--- src/rtl/conv_frame_sequencer.sv ---
// Frame sequencer for the KxK line-buffer convolution datapath: streams an NxN frame in,
// flushes the pipe, and tags valid-window results. Optional stall counter: CONV_SEQ_STALL_CNT_EN.
module conv_frame_sequencer #(
  parameter int N          = 4,
  parameter int DATA_WIDTH = 16,
  parameter int K_SIZE     = 3,
  parameter int PIPE_LAT   = 1
) (
  input  logic                    clk,
  input  logic                    rst,
  input  logic                    start,
  input  logic                    pix_valid,
  input  logic [DATA_WIDTH-1:0]   pix_data,
  output logic                    pix_ready,
  output logic                    conv_en,
  output logic [DATA_WIDTH-1:0]   conv_data,
  input  logic [DATA_WIDTH-1:0]   conv_res,
  output logic                    out_valid,
  output logic [DATA_WIDTH-1:0]   out_data,
  output logic [$clog2(N)-1:0]    out_row,
  output logic [$clog2(N)-1:0]    out_col,
  output logic                    busy,
  output logic                    done
`ifdef CONV_SEQ_STALL_CNT_EN
  ,
  output logic [31:0]             stall_cnt
`endif
);

  localparam int RW = $clog2(N);
  localparam int FW = (PIPE_LAT > 1) ? $clog2(PIPE_LAT) : 1;
  localparam logic [RW-1:0] KM1  = RW'(K_SIZE - 1);
  localparam logic [RW-1:0] LAST = RW'(N - 1);
  localparam logic [FW-1:0] FLUSH_LAST = FW'(PIPE_LAT - 1);

  typedef enum logic [1:0] {
    S_IDLE  = 2'd0,
    S_RUN   = 2'd1,
    S_FLUSH = 2'd2,
    S_DONE  = 2'd3
  } state_t;

  state_t          r_state;
  logic [RW-1:0]   r_row;
  logic [RW-1:0]   r_col;
  logic [FW-1:0]   r_flush_cnt;
  logic            r_busy;
  logic            r_done;

  logic            r_tag_ok  [PIPE_LAT];
  logic [RW-1:0]   r_tag_row [PIPE_LAT];
  logic [RW-1:0]   r_tag_col [PIPE_LAT];

  logic                  r_out_valid;
  logic [DATA_WIDTH-1:0] r_out_data;
  logic [RW-1:0]         r_out_row;
  logic [RW-1:0]         r_out_col;

  logic            w_accept;
  logic            w_flush;
  logic            w_last;
  logic            w_win_ok;
  logic [RW-1:0]   w_trow;
  logic [RW-1:0]   w_tcol;

  assign pix_ready = (r_state == S_RUN);
  assign w_accept  = pix_valid & pix_ready;
  assign w_flush   = (r_state == S_FLUSH);
  assign conv_en   = w_accept | w_flush;
  assign conv_data = w_accept ? pix_data : '0;
  assign w_last    = w_accept && (r_row == LAST) && (r_col == LAST);

  // Flush beats push a zero tag so trailing junk can never be flagged.
  assign w_win_ok = w_accept && (r_row >= KM1) && (r_col >= KM1);
  assign w_trow   = w_accept ? (r_row - KM1) : '0;
  assign w_tcol   = w_accept ? (r_col - KM1) : '0;

  assign busy      = r_busy;
  assign done      = r_done;
  assign out_valid = r_out_valid;
  assign out_data  = r_out_data;
  assign out_row   = r_out_row;
  assign out_col   = r_out_col;

  always_ff @(posedge clk or posedge rst) begin
    if (rst) begin
      r_state     <= S_IDLE;
      r_row       <= '0;
      r_col       <= '0;
      r_flush_cnt <= '0;
      r_busy      <= 1'b0;
      r_done      <= 1'b0;
    end else begin
      r_done <= 1'b0;
      case (r_state)
        S_IDLE: begin
          if (start) begin
            r_state <= S_RUN;
            r_busy  <= 1'b1;
            r_row   <= '0;
            r_col   <= '0;
          end
        end
        S_RUN: begin
          if (w_last) begin
            r_state     <= S_FLUSH;
            r_row       <= '0;
            r_col       <= '0;
            r_flush_cnt <= '0;
          end else if (w_accept) begin
            if (r_col == LAST) begin
              r_col <= '0;
              r_row <= r_row + 1'b1;
            end else begin
              r_col <= r_col + 1'b1;
            end
          end
        end
        S_FLUSH: begin
          if (r_flush_cnt == FLUSH_LAST) begin
            r_state <= S_DONE;
            r_busy  <= 1'b0;
            r_done  <= 1'b1;
          end else begin
            r_flush_cnt <= r_flush_cnt + 1'b1;
          end
        end
        S_DONE: begin
          r_state <= S_IDLE;
        end
        default: begin
          r_state <= S_IDLE;
        end
      endcase
    end
  end

  // Tag pipe stage: tags move only on datapath beats, matching the datapath's latency in beats.
  always_ff @(posedge clk or posedge rst) begin
    if (rst) begin
      for (int i = 0; i < PIPE_LAT; i++) begin
        r_tag_ok[i]  <= 1'b0;
        r_tag_row[i] <= '0;
        r_tag_col[i] <= '0;
      end
      r_out_valid <= 1'b0;
      r_out_data  <= '0;
      r_out_row   <= '0;
      r_out_col   <= '0;
    end else if (conv_en) begin
      r_tag_ok[0]  <= w_win_ok;
      r_tag_row[0] <= w_trow;
      r_tag_col[0] <= w_tcol;
      for (int i = 1; i < PIPE_LAT; i++) begin
        r_tag_ok[i]  <= r_tag_ok[i-1];
        r_tag_row[i] <= r_tag_row[i-1];
        r_tag_col[i] <= r_tag_col[i-1];
      end
      r_out_valid <= r_tag_ok[PIPE_LAT-1];
      r_out_data  <= conv_res;
      r_out_row   <= r_tag_row[PIPE_LAT-1];
      r_out_col   <= r_tag_col[PIPE_LAT-1];
    end else begin
      r_out_valid <= 1'b0;
    end
  end

`ifdef CONV_SEQ_STALL_CNT_EN
  logic [31:0] r_stall_cnt;

  function automatic logic [31:0] sat_inc32(input logic [31:0] v);
    return (v == 32'hFFFF_FFFF) ? v : v + 32'd1;
  endfunction

  always_ff @(posedge clk or posedge rst) begin
    if (rst) begin
      r_stall_cnt <= '0;
    end else if ((r_state == S_IDLE) && start) begin
      r_stall_cnt <= '0;
    end else if ((r_state == S_RUN) && !pix_valid) begin
      r_stall_cnt <= sat_inc32(r_stall_cnt);
    end
  end

  assign stall_cnt = r_stall_cnt;
`endif

endmodule

--- config.mk ---
export PLATFORM = sky130hd
export DESIGN_NAME = conv_frame_sequencer
export DESIGN_NICKNAME = d
export VERILOG_FILES = /design/src/rtl/conv_frame_sequencer.sv
export SDC_FILE = /design/constraint.sdc
export NUM_CORES = 1
export LEC_CHECK = 0
export ABC_AREA = 1
export CAP_MARGIN = 25
export CORE_ASPECT_RATIO = 0.6
export CORE_MARGIN = 2
export CORE_UTILIZATION = 40
export CTS_CLUSTER_SIZE = 25
export DETAILED_ROUTE_END_ITERATION = 6
export PLACE_DENSITY = 0.79
export SYNTH_ARGS = -nofsm -noshare
export SYNTH_HDL_FRONTEND = slang
export SYNTH_SLANG_ARGS = --single-unit
export TNS_END_PERCENT = 30
--- constraint.sdc ---
create_clock -name clk -period 1.81 [get_ports clk]
set_clock_uncertainty 0.15 [all_clocks]
set_input_delay 0.181 -clock clk [delete_from_list [all_inputs] [get_ports clk]]
set_output_delay 0.181 -clock clk [all_outputs]
set_load 0.05 [all_outputs]
### Yosys cells after proc, flatten, opt, wreduce, memory -nomap -nowiden

Index checks and enable logic that the tools add are counted.

| cells by class | value |
|---|---|
| $add $sub $neg | 5 |
| $lt $le $gt $ge | 2 |
| equality and inequality tests | 10 |
| multiplexer cells | 25 |
| bitwise gates (word level) | 2 |
| reduce and logical (&&, ||, !) cells | 13 |

Operator list:

| operator | number |
|---|---|
| $mux W2 | 12 |
| $mux W16 | 1 |
| $reduce_and A3 Y1 | 3 |
| $eq A2 B2 Y1 const B | 4 |
| $pmux W2 S2 | 2 |
| $pmux W2 S4 | 1 |
| $mux W1 | 7 |
| $ne A3 B1 Y1 const B | 2 |
| $reduce_bool A2 Y1 | 3 |
| $add A2 B1 Y2 const B | 2 |
| $ge A2 B2 Y1 const B | 2 |
| $logic_and A1 B1 Y1 | 4 |
| $ne A2 B2 Y1 const B | 2 |
| $pmux W1 S2 | 2 |
| $reduce_and A4 Y1 | 1 |
| $sub A2 B2 Y2 const B | 2 |
| $eq A2 B1 Y1 const B | 1 |
| $logic_not A2 Y1 | 1 |
| $ne A2 B1 Y1 const B | 1 |
| $reduce_and A2 Y1 | 1 |
| $add A1 B1 Y1 const B | 1 |
| $and A1 B1 Y1 | 1 |
| $or A1 B1 Y1 | 1 |

| word-level totals | value |
|---|---|
| register bits | 35 |
| output and inout port bits | 41 |
| word-level logic and storage cells | 70 |

### Logic depth before layout (Yosys ltp)

Gate-level depths: netlist (run 1).

| logic depth | value |
|---|---|
| depth after elaboration | 6 |
| mapped depth | 8 |
| mapped depth without buffers | 8 |

### Worst setup path after synthesis (run 1)

OpenSTA, ideal clock, no wires.

| timing | value |
|---|---|
| path type | reg-to-output |
| from | reg r_state[1] |
| to | out conv_data[0] |
| arrival | 2.035 ns |
| required time | 1.479 ns |
| slack | -0.556 ns |
| stages on the path, launching flop included | 6 |
| buffers on the path | 1 |
| cells stage by stage | dfrtp_1 > inv_1 > ha_1 > nand2_2 > buf_2 > nor2_1 |

| on the way | value |
|---|---|
| word-level cells in the longest chain between the ends | 3 |

RTL lines:

| item | RTL line | text |
|---|---|---|
| start, declared | 43 | `state_t r_state;` |
| start signal, assigned | 87 | `r_state <= S_IDLE;` |
| start signal, assigned | 98 | `r_state <= S_RUN;` |
| start signal, assigned | 106 | `r_state <= S_FLUSH;` |
| $eq A2 B1 Y1 | 66 | `assign pix_ready = (r_state == S_RUN);` |
| via pix_ready | 14 | `output logic pix_ready,` |
| $and A1 B1 Y1 | 67 | `assign w_accept = pix_valid & pix_ready;` |
| $mux W16 | 70 | `assign conv_data = w_accept ? pix_data : '0;` |
| end, declared | 16 | `output logic [DATA_WIDTH-1:0] conv_data,` |

The timed path passes the listed nets, and every way through them passes these cells.

### Worst setup path after layout (run 1)

| timing | value |
|---|---|
| from | reg r_state[1] |
| to | out conv_en |

| on the way | value |
|---|---|
| elaborated cells between the ends (all ways) | 4 |
| classes of those cells | eq/ne (2); bitwise (2) |

RTL lines:

| item | RTL line | text |
|---|---|---|
| $eq A2 B2 Y1 | 68 | `assign w_flush = (r_state == S_FLUSH);` |
| via w_flush | 60 | `logic w_flush;` |
| $or A1 B1 Y1 | 69 | `assign conv_en = w_accept \| w_flush;` |
| end, declared | 15 | `output logic conv_en,` |

The timed path passes the listed nets, and every way through them passes these cells.

==> metrics.md, run 1 <==
| Metric | Value |
|---|---|
| Status | `finished clean` |
| Row Count | `17` |
| Setup crit start kind | `flop` |
| Post-synthesis compound-gate area fraction | `4.73%` |
| Worst setup EP type | `primary output` |
| Top cells by area, synth | `dfrtp_1, nand2_1, inv_1` |
| Final Slew Violations | `0` |
| Worst Hold Class | `in2async` |
| Remaining antenna violation count after routing | `0` |
| Total gr overflow | `0` |
| Max cap viols | `0` |
| Setup ws final | `25.2 ps` |
| Post-synth top cells | `nand2_1, dfrtp_1, inv_1` |
| Num Clock Sinks | `34` |
| Post-synthesis adder-cell area fraction | `5.43%` |
| Tmin final | `1780 ps` |
| Peak supply drop | `1.13 mV` |
| Clock H-tree levels | `2` |
| Port buffer count | `76` |
| Yosys top cell area share | `52.8%` |
| DR WL met2 | `1840 um` |
| Wl on met1 | `1980 um` |
| CP Cell Sequence | `buf_4, ha_1, inv_1, nand2_4, buf_12` |
| Highest Signal Layer | `met4` |
| Chip width | `86.0 um` |
| Synth warn | `0` |
| Die area | `0.00457 sq mm` |
| Distinct cells, synth | `18` |
| CTS tree | `done` |
| CP Max Fanout | `13` |
| Worst Max-Slew Pin Slew | `516 ps` |
| Final setup fails | `0` |
| Slew headroom | `65.5%` |
| Die H | `53.2 um` |
| Starting density of the core | `42.8%` |
| Clock latency on the worst-skew pair | `280 ps` |
| Post-synthesis xor/xnor area fraction | `0%` |
| Gpl congestion | `0.828` |
| R2R Setup Slk | `170 ps` |
| Crit path buf inv count | `3` |
| Power per cell area | `1800 mW/mm^2` |
| Routed WL | `4220 um` |
| WL met3 | `340 um` |
| Top Ports | `77` |
| DPL Wire Length | `3110 um` |
| Most frequent cell after synthesis | `nand2_1` |
| Vias in the first global route | `1469` |
| Total CTS buffers | `5` |
| Post-synth ARST share | `100%` |
| Drt wl/cell | `12.6 um` |
| Mapped Nets | `245` |
| Crit path largest cell delay | `400 ps` |
| Final Hold Viols | `0` |
| Post-synthesis simple-gate area fraction | `26.5%` |
| Largest family of logic cells by synthesized area | `simple AND/OR/NAND/NOR gates` |
| Global-route wire length before repair | `6800 um` |
| Post-route core utilization | `75.9%` |
| Syn avg cell area | `7.98 sq um` |
| Number of remaining DRC errors | `0` |
| Proportion of synthesized area in mux cells | `0%` |
| Setup_tns | `0 ps` |
| Fin crit share | `98.6%` |
| WHS | `129 ps` |
| Worst EP arrival | `1450 ps` |
| Mapped cell area | `0.00161 sq mm` |
| Clock-pin transition on the worst setup and hold timing paths | `70 ps` |
| Cells after Synth | `202` |
| Vias | `1516` |
| Crit path max-delay family | `buffers and inverters` |
| Area grow syn2layout | `77.2%` |
| Crit Path Category | `reg2out` |
| Number of synthesized register bits | `34` |
| Highest clock rate | `0.560 GHz` |
| Antenna violations before repair | `0` |
| Core area | `0.00376 sq mm` |
| Seq/Total Area, Yosys | `52.8%` |
| Vias per inst | `4.54` |
| Leak | `1.50 nW` |
| Total Routing Usage GR | `20.2%` |
| Root Driver | `clkbuf_8` |
| WP data required | `1480 ps` |
| TritonRoute pass-1 iters | `6` |
| Slowest cell on the critical path | `dfrtp_1` |
| Clock Path Buffers | `2` |
| Leading area contributor after synthesis | `dfrtp_1` |
| Largest net degree at the start of global routing | `35` |
| Pre-CTS WS | `65.3 ps` |
| Layout cell share with drive strength beyond 1 | `24.4%` |
| Antenna cells | `0` |
| Total power | `0.00514 W` |
| Unrepaired setup endpoints after global routing | `true` |
| 1st-iter DRT viols | `120` |
| Post-synth top flop | `dfrtp_1` |
| Fin nets | `329` |
| Number of synthesized flops with an enable pin | `0` |
==> timing repair <==
| action | 4_1_cts | 5_1_grt |
|---|---|---|
| cloned | 1 | 0 |
| setup buffers | 2 | 0 |
| endpoints found under the setup margin | 16 | 41 |
| hold buffers | 0 | 0 |
| resized for setup | 4 | 12 |
| pin swaps | 0 | 3 |
==> path summary, 6_finish.rpt <==
check                            start            to  depth (start not counted)
max in group asynchronous          rst  out_data[15]                          3
min reg2reg                out_data[2]   out_data[2]                          2
min in group clk           conv_res[3]   out_data[3]                          3
max reg2reg                 r_state[1]    out_row[0]                          7
max                         r_state[1]       conv_en                          5
min                                rst    r_state[1]                          3
==> registers in the layout, indices dropped and copies added, names as in the netlist <==
register / flops
out_valid: 1
r_state: 2
r_col: 2
r_tag_row: 2
out_data: 16
out_row: 2
done: 1
busy: 1
r_row: 2
r_tag_col: 2
out_col: 2
r_tag_ok: 1
==> cell families (layout without fill, tap and decap cells) <==
kind of cell,count (synthesis),count (layout)
buffers and inverters,39,124
AOI/OAI and AO/OA,13,13
adders and majority gates,7,7
DFF,34,34
and+or+nand+nor,109,109
==> cell usage in the layout, fill, tap and decap left out, types with 2 or more instances in the layout <==
master / n
clkbuf_8: 6
dfrtp_1: 34
buf_12: 19
buf_4: 20
nand2_1: 80
nor2_2: 2
o21ai_0: 6
nor2_1: 6
inv_1: 31
dlymetal6s2s_1: 6
o22ai_1: 3
clkdlybuf4s50_1: 37
nand3_1: 4
o21ai_2: 2
nor2_4: 14
ha_1: 6
==> metrics by stage <==
step	cell area (sq um)	std cells
after floorplan	1720	202
after global placement	2670	323
after detailed placement	2670	323
after CTS	2820	334
after global routing	2860	334
final	2860	334
==> routing by layer <==
layer,vias up,global-route usage [%]
met5,-,0
li1,768,-
met3,8,6.24
met4,0,8.47
met1,676,27.0
met2,64,30.7
==> where the power goes <==
group | total, W | leakage [nW] | switching (W) | internal [W]
Combinational | 0.00326 | 1.02 | 0.00213 | 0.00113
Clock | 0.000574 | 0.0482 | 0.000268 | 0.000307
Sequential | 0.00131 | 0.434 | 0.000208 | 0.00110
==> cell type report <==
type	instances	area, sq um
Timing Repair Buffer	83	1000
Fill cell	264	907
Sequential cell	34	851
Multi-Input combinational cell	129	727
Inverter	33	126
Clock buffer	7	86.3
Tap cell	47	58.8
Clock inverter	1	5.00
==> tightest hold or removal path: stages <==
cell and delay (ps):
clkdlybuf4s50_1 390, inv_1 50, buf_4 370
Note: power is estimated with default switching activity, not from simulation.
==> run 2: changes to the inputs <==
--- a/config.mk
+++ b/config.mk
@@ -13,6 +13,7 @@
 export CTS_CLUSTER_SIZE = 25
 export DETAILED_ROUTE_END_ITERATION = 6
 export PLACE_DENSITY = 0.79
+export SKIP_CTS_REPAIR_TIMING = 1
 export SYNTH_ARGS = -nofsm -noshare
 export SYNTH_HDL_FRONTEND = slang
 export SYNTH_SLANG_ARGS = --single-unit
==> run 2 against run 1 <==
The flow now finishes with violations (setup timing). Utilization down 0.10 points. Clock power barely moved. Cell area decreased by 0.13%. Setup slack worse by 46 ps. Critical endpoint is now conv_data[8]. Largest cell class unchanged. Highest routed layer unchanged.
==> metrics.md, run 2 (synthesized netlist as in run 1, its figures left out) <==
| Metric | Value |
|---|---|
| Status | `finished, violations left` |
| Failing checks | `setup timing` |
| Global-route wire length before repair | `6450 um (-5.1%)` |
| Row Count | `17 (unchanged)` |
| Worst Max-Slew Pin Slew | `516 ps (-0.213 ps)` |
| Die H | `53.2 um (unchanged)` |
| CTS tree | `done` |
| Register-to-Register Path Depth | `7 (unchanged)` |
| TritonRoute pass-1 iters | `4 (-2)` |
| Crit path largest cell delay | `410 ps (about the same)` |
| Port buffer count | `76 (unchanged)` |
| Clock latency on the worst-skew pair | `280 ps (about the same)` |
| Worst Hold Class | `in2async` |
| CP Max Fanout | `8 (-5)` |
| Clock Path Buffers | `2 (unchanged)` |
| Largest net degree at the start of global routing | `35 (unchanged)` |
| Total power | `0.00512 W (-0.33%)` |
| Area grow syn2layout | `77.0%` |
| Peak supply drop | `1.13 mV (+0.21%)` |
| Setup_tns | `-132 ps (-132 ps)` |
| Crit path max-delay family | `buffers and inverters` |
| Commonest non-fill, non-tap cells in the layout | `nand2_1, clkdlybuf4s50_1, dfrtp_1` |
| Clock H-tree levels | `2 (unchanged)` |
| Max cap viols | `0 (unchanged)` |
| DPL Wire Length | `3110 um (unchanged)` |
| Total CTS buffers | `5 (unchanged)` |
| WP data required | `1480 ps (about the same)` |
| Setup ws final | `-21.2 ps (-46.5 ps)` |
| 1st-iter DRT viols | `113 (-5.8%)` |
| Num Clock Sinks | `34 (unchanged)` |
| Fin nets | `329 (unchanged)` |
| Gpl congestion | `0.828 (unchanged)` |
| CP Cell Sequence | `inv_2, ha_4, nand2_4, clkbuf_16, nor2_4, buf_12` |
| Final setup fails | `8 (+8)` |
| Final Hold Viols | `0 (unchanged)` |
| Leak | `1.50 nW (+0.37%)` |
| Crit path buf inv count | `3 (unchanged)` |
| Top Ports | `77 (unchanged)` |
| Antenna violations before repair | `0 (unchanged)` |
| Core area | `0.00376 sq mm (unchanged)` |
| Drt wl/cell | `12.8 um (+1.6%)` |
| Highest clock rate | `0.546 GHz (-2.5%)` |
| Most common cell after layout, fill and taps aside | `nand2_1` |
| Fin crit share | `101% (+2.6 points)` |
| Layout cell share with drive strength beyond 1 | `24.4% (unchanged)` |
| Vias per inst | `4.51 (-0.53%)` |
| Root Driver | `clkbuf_8` |
| Routed WL | `4290 um (+1.6%)` |
| Crit Path Category | `reg2out` |
| Number of remaining DRC errors | `0 (unchanged)` |
| Setup crit start kind | `flop` |
| Worst setup EP type | `primary output` |
| Vias in the first global route | `1409 (-4.1%)` |
| Chip width | `86.0 um (unchanged)` |
| Power per cell area | `1790 mW/mm^2 (-0.19%)` |
| Antenna cells | `0 (unchanged)` |
| Slew headroom | `65.5% (about the same)` |
| Unrepaired setup endpoints after global routing | `true` |
| Number of flip-flops in the largest register | `16 (unchanged)` |
| Vias | `1508 (-0.53%)` |
| Fill cells | `274 (+3.8%)` |
| Final Slew Violations | `0 (unchanged)` |
| Worst EP arrival | `1500 ps (+50 ps)` |
| Remaining antenna violation count after routing | `0 (unchanged)` |
| Starting density of the core | `42.8% (unchanged)` |
| Tmin final | `1830 ps (+46.5 ps)` |
| Die area | `0.00457 sq mm (unchanged)` |
| Logic depth of the worst path, buffers included | `6 (+1)` |
| Slowest cell on the critical path | `dfrtp_1` |
| Total gr overflow | `0 (unchanged)` |
| Total Routing Usage GR | `19.2% (-1.0 points)` |
| Clock-pin transition on the worst setup and hold timing paths | `70 ps (about the same)` |
==> run 2: cell count changes in the layout (fill, tap and decap cells not counted), sizes merged <==
cell / delta
clkbuf: +1
buf: -1
==> run 2: stage by stage <==
stage          cell area, sq um  hold slack, ps  cells  setup WS (ps)  utilization (%)
2_1_floorplan              1720             148    202          -3.03                -
3_3_place_gp               2670             306    323            168             71.0
3_5_place_dp               2670             310    323           65.3             71.0
4_1_cts                    2760             140    331           -124             73.4
5_1_grt                    2850             175    334           -104             75.8
6_report                   2850             128    334          -21.2             75.8
==> run 2: worst paths after layout <==
path | start | end | slack [ps]
max | r_state[1] | conv_data[8] | -20
min | rst | r_state[1] | 130
max reg2reg | r_state[0] | out_row[0] | 60
min reg2reg | out_data[2] | out_data[2] | 320
max in group asynchronous | rst | out_data[13] | 1080
min in group clk | conv_res[4] | out_data[4] | 280
==> run 2: worst register-to-register path: stages, from the launching register on <==
cell and delay, ps:
dfrtp_1 410, inv_1 80, ha_1 240, inv_1 100, nand2_4 120, inv_2 360
nand2_1 140, o21ai_2 80
==> run 2: metal layers <==
layer	track usage, %	wire (um)	vias to the layer above
li1	-	-	765
met1	25.2	2010	678
met2	29.6	1910	57
met3	6.24	319	8
met4	7.67	54	0
met5	0	0	-
==> run 2: power by group <==
group / switching, W / internal (W)
combinational: 0.00212 / 0.00112
sequential: 0.000211 / 0.00110
clock: 0.000268 / 0.000307
==> run 2: cell type report <==
class                   instances  area, sq um  area share [%]
clock buffers                   7         86.3            3.02
well taps                      47         58.8            2.06
clock inverters                 1         5.00           0.175
flip-flops and latches         34          851            29.8
multi-input cells             129          728            25.5
repair buffers                 83         1000            35.1
inverters                      33          124            4.34
==> run 3: changes to the inputs <==
--- a/config.mk
+++ b/config.mk
@@ -13,6 +13,7 @@
 export CTS_CLUSTER_SIZE = 25
 export DETAILED_ROUTE_END_ITERATION = 6
 export PLACE_DENSITY = 0.79
+export RECOVER_POWER = 100
 export SKIP_CTS_REPAIR_TIMING = 1
 export SYNTH_ARGS = -nofsm -noshare
 export SYNTH_HDL_FRONTEND = slang
==> run 3 against run 2 <==
The flow still finishes with violations (setup timing). Sequential power about the same. Sequential share of layout area up 0.63 points. Combinational power down 4%. First-iteration DRC count up 8.0%. Via count about the same. Global-route usage unchanged. Setup slack about the same. Die area unchanged. Hold slack better by 150 ps. Flip-flop and latch count unchanged. Highest routed layer unchanged.
==> metrics.md, run 3 (synthesized netlist as in run 1, its figures left out) <==
| Metric | Value |
|---|---|
| Total power | `0.00499 W (-2.6%)` |
| Clock H-tree levels | `2 (unchanged)` |
| Global-route wire length before repair | `6450 um (unchanged)` |
| Switching Power | `0.00259 W (-0.18%)` |
| Die H | `53.2 um (unchanged)` |
| Clk pwr share | `11.5% (+0.3 points)` |
| Num Clock Sinks | `34 (unchanged)` |
| Remaining antenna violation count after routing | `0 (unchanged)` |
| Highest clock rate | `0.546 GHz (about the same)` |
| Slew headroom | `45.5% (-20 points)` |
| WP data required | `1480 ps (about the same)` |
| Peak supply drop | `1.07 mV (-5.7%)` |
| Final Slew Violations | `0 (unchanged)` |
| Clock Path Buffers | `2 (unchanged)` |
| Commonest non-fill, non-tap cells in the layout | `nand2_1, clkdlybuf4s50_1, dfrtp_1` |
| Total gr overflow | `0 (unchanged)` |
| Clock latency on the worst-skew pair | `280 ps (about the same)` |
| Row Count | `17 (unchanged)` |
| Register share of total power | `26.1% (+0.5 points)` |
| Root Driver | `clkbuf_8` |
| Logic depth of the worst path, buffers included | `6 (unchanged)` |
| Top Ports | `77 (unchanged)` |
| Most common cell after layout, fill and taps aside | `nand2_1` |
| DPL Wire Length | `3110 um (unchanged)` |
| Total Routing Usage GR | `19.2% (unchanged)` |
| Failing checks | `setup timing` |
| Switching share of power | `51.9% (+1.3 points)` |
| Core area | `0.00376 sq mm (unchanged)` |
| Slowest cell on the critical path | `dfrtp_1` |
| Worst Hold Class | `in2reg` |
| Worst setup EP type | `primary output` |
| Final setup fails | `8 (unchanged)` |
| Max cap viols | `0 (unchanged)` |
| Drt wl/cell | `12.8 um (-0.23%)` |
| Setup_tns | `-132 ps (+0.103 ps)` |
| TritonRoute pass-1 iters | `4 (unchanged)` |
| Area occupied by multi-input gates | `728 sq um (unchanged)` |
| Worst Max-Slew Pin Slew | `818 ps (+301 ps)` |
| Crit path max-delay family | `buffers and inverters` |
| Number of flip-flops in the largest register | `16 (unchanged)` |
| Highest Signal Layer | `met4` |
| Routed WL | `4280 um (-0.23%)` |
| Chip width | `86.0 um (unchanged)` |
| Port buffer count | `76 (unchanged)` |
| Setup ws final | `-21.2 ps (+0.0127 ps)` |
| Starting density of the core | `42.8% (unchanged)` |
| WL met3 | `302 um (-5.3%)` |
| Total CTS buffers | `5 (unchanged)` |
| CP Cell Sequence | `inv_2, ha_4, nand2_4, clkbuf_16, nor2_4, buf_12` |
| DR WL met2 | `1910 um (-0.10%)` |
| Number of remaining DRC errors | `0 (unchanged)` |
| Hold path depth | `3` |
| Final Hold Viols | `0 (unchanged)` |
| Setup crit start kind | `flop` |
| Crit Path Category | `reg2out` |
| Layout cell share with drive strength beyond 1 | `19.2% (-5.2 points)` |
| Post-DP Area | `0.00267 sq mm (unchanged)` |
| Gpl congestion | `0.828 (unchanged)` |
| Power per cell area | `1790 mW/mm^2 (-0.54%)` |
| Vias in the first global route | `1409 (unchanged)` |
| CTS tree | `done` |
| Pre-CTS WS | `65.3 ps (unchanged)` |
| Register-to-Register Path Depth | `7 (unchanged)` |
| Unrepaired setup endpoints after global routing | `true` |
| Clock-pin transition on the worst setup and hold timing paths | `70 ps (about the same)` |
| Antenna cells | `0 (unchanged)` |
| Fill cells | `294 (+7.3%)` |
| Status | `finished, violations left` |
| Tmin final | `1830 ps (-0.0127 ps)` |
| Fin nets | `329 (unchanged)` |
| Internal power | `0.00240 W (-5.1%)` |
| Post-route core utilization | `74.2% (-1.6 points)` |
| Crit path buf inv count | `3 (unchanged)` |
| Antenna violations before repair | `0 (unchanged)` |
| Wl on met1 | `2020 um (+0.50%)` |
| 1st-iter DRT viols | `122 (+8.0%)` |
| Fin crit share | `101% (about the same)` |
| Flip-flop and latch area | `851 sq um (unchanged)` |
| Die area | `0.00457 sq mm (unchanged)` |
| Leak | `1.45 nW (-3.9%)` |
| CP Max Fanout | `8 (unchanged)` |
| Final Instance Area | `0.00280 sq mm (-2.1%)` |
| Vias | `1509 (+0.066%)` |
| Vias per inst | `4.52 (about the same)` |
| Largest net degree at the start of global routing | `35 (unchanged)` |
| Crit path largest cell delay | `410 ps (about the same)` |
| Area grow syn2layout | `73.3%` |
| Logic pwr share | `62.4% (-0.8 points)` |
| Worst EP arrival | `1500 ps (about the same)` |
run 3: cell count changes in the layout (fill, tap and decap cells not counted), sizes merged:
| cell | before | now |
|---|---|---|
| clkdlybuf4s50 | 37 | 36 |
| dlygate4sd3 | 0 | 1 |
| buf | 39 | 23 |
| clkbuf | 8 | 24 |
run 3: power groups by stage:
stage          combinational [W]  clock (W)  sequential [W]
2_1_floorplan            0.00132          0         0.00210
3_3_place_gp             0.00307          0         0.00131
3_5_place_dp             0.00315          0         0.00131
4_1_cts                  0.00316   0.000589         0.00131
5_1_grt                  0.00334   0.000621         0.00135
6_report                 0.00311   0.000575         0.00130
run 3: cell type report:
| type | instances | area share (%) |
|---|---|---|
| sequential | 34 | 30.4 |
| clock inverter | 1 | 0.179 |
| clock buffer | 7 | 3.09 |
| inverter | 33 | 4.43 |
| tap | 47 | 2.10 |
| multi-input combinational | 129 | 26.1 |
| timing repair buffer | 83 | 33.7 |
run 3: per-layer routing:
| layer | track usage, % | vias to the layer above |
|---|---|---|
| li1 | - | 764 |
| met1 | 25.2 | 680 |
| met2 | 29.6 | 57 |
| met3 | 6.24 | 8 |
| met4 | 7.67 | 0 |
| met5 | 0 | - |
run 3: final timing paths:
kind,startpoint,end,slack (ps)
worst max register to register,r_state[0],out_row[0],60
worst min register to register,out_data[2],out_data[2],320
worst max-delay path,r_state[1],conv_data[8],-20
worst min-delay path,conv_res[4],out_data[4],280
max in group asynchronous,rst,out_data[13],580
min in group asynchronous,rst,r_state[1],420
run 3: worst register-to-register path: stages, from the launching register on:
cell	delay, ps
dfrtp_1	410
inv_1	80
ha_1	240
inv_1	100
nand2_4	120
inv_2	360
nand2_1	140
o21ai_2	80
run 3: metrics by stage:
| step | std cells | hold WS [ps] |
|---|---|---|
| 2_1_floorplan | 202 | 148 |
| 3_3_place_gp | 323 | 306 |
| 3_5_place_dp | 323 | 310 |
| 4_1_cts | 331 | 140 |
| 5_1_grt | 334 | 282 |
| 6_report | 334 | 279 |
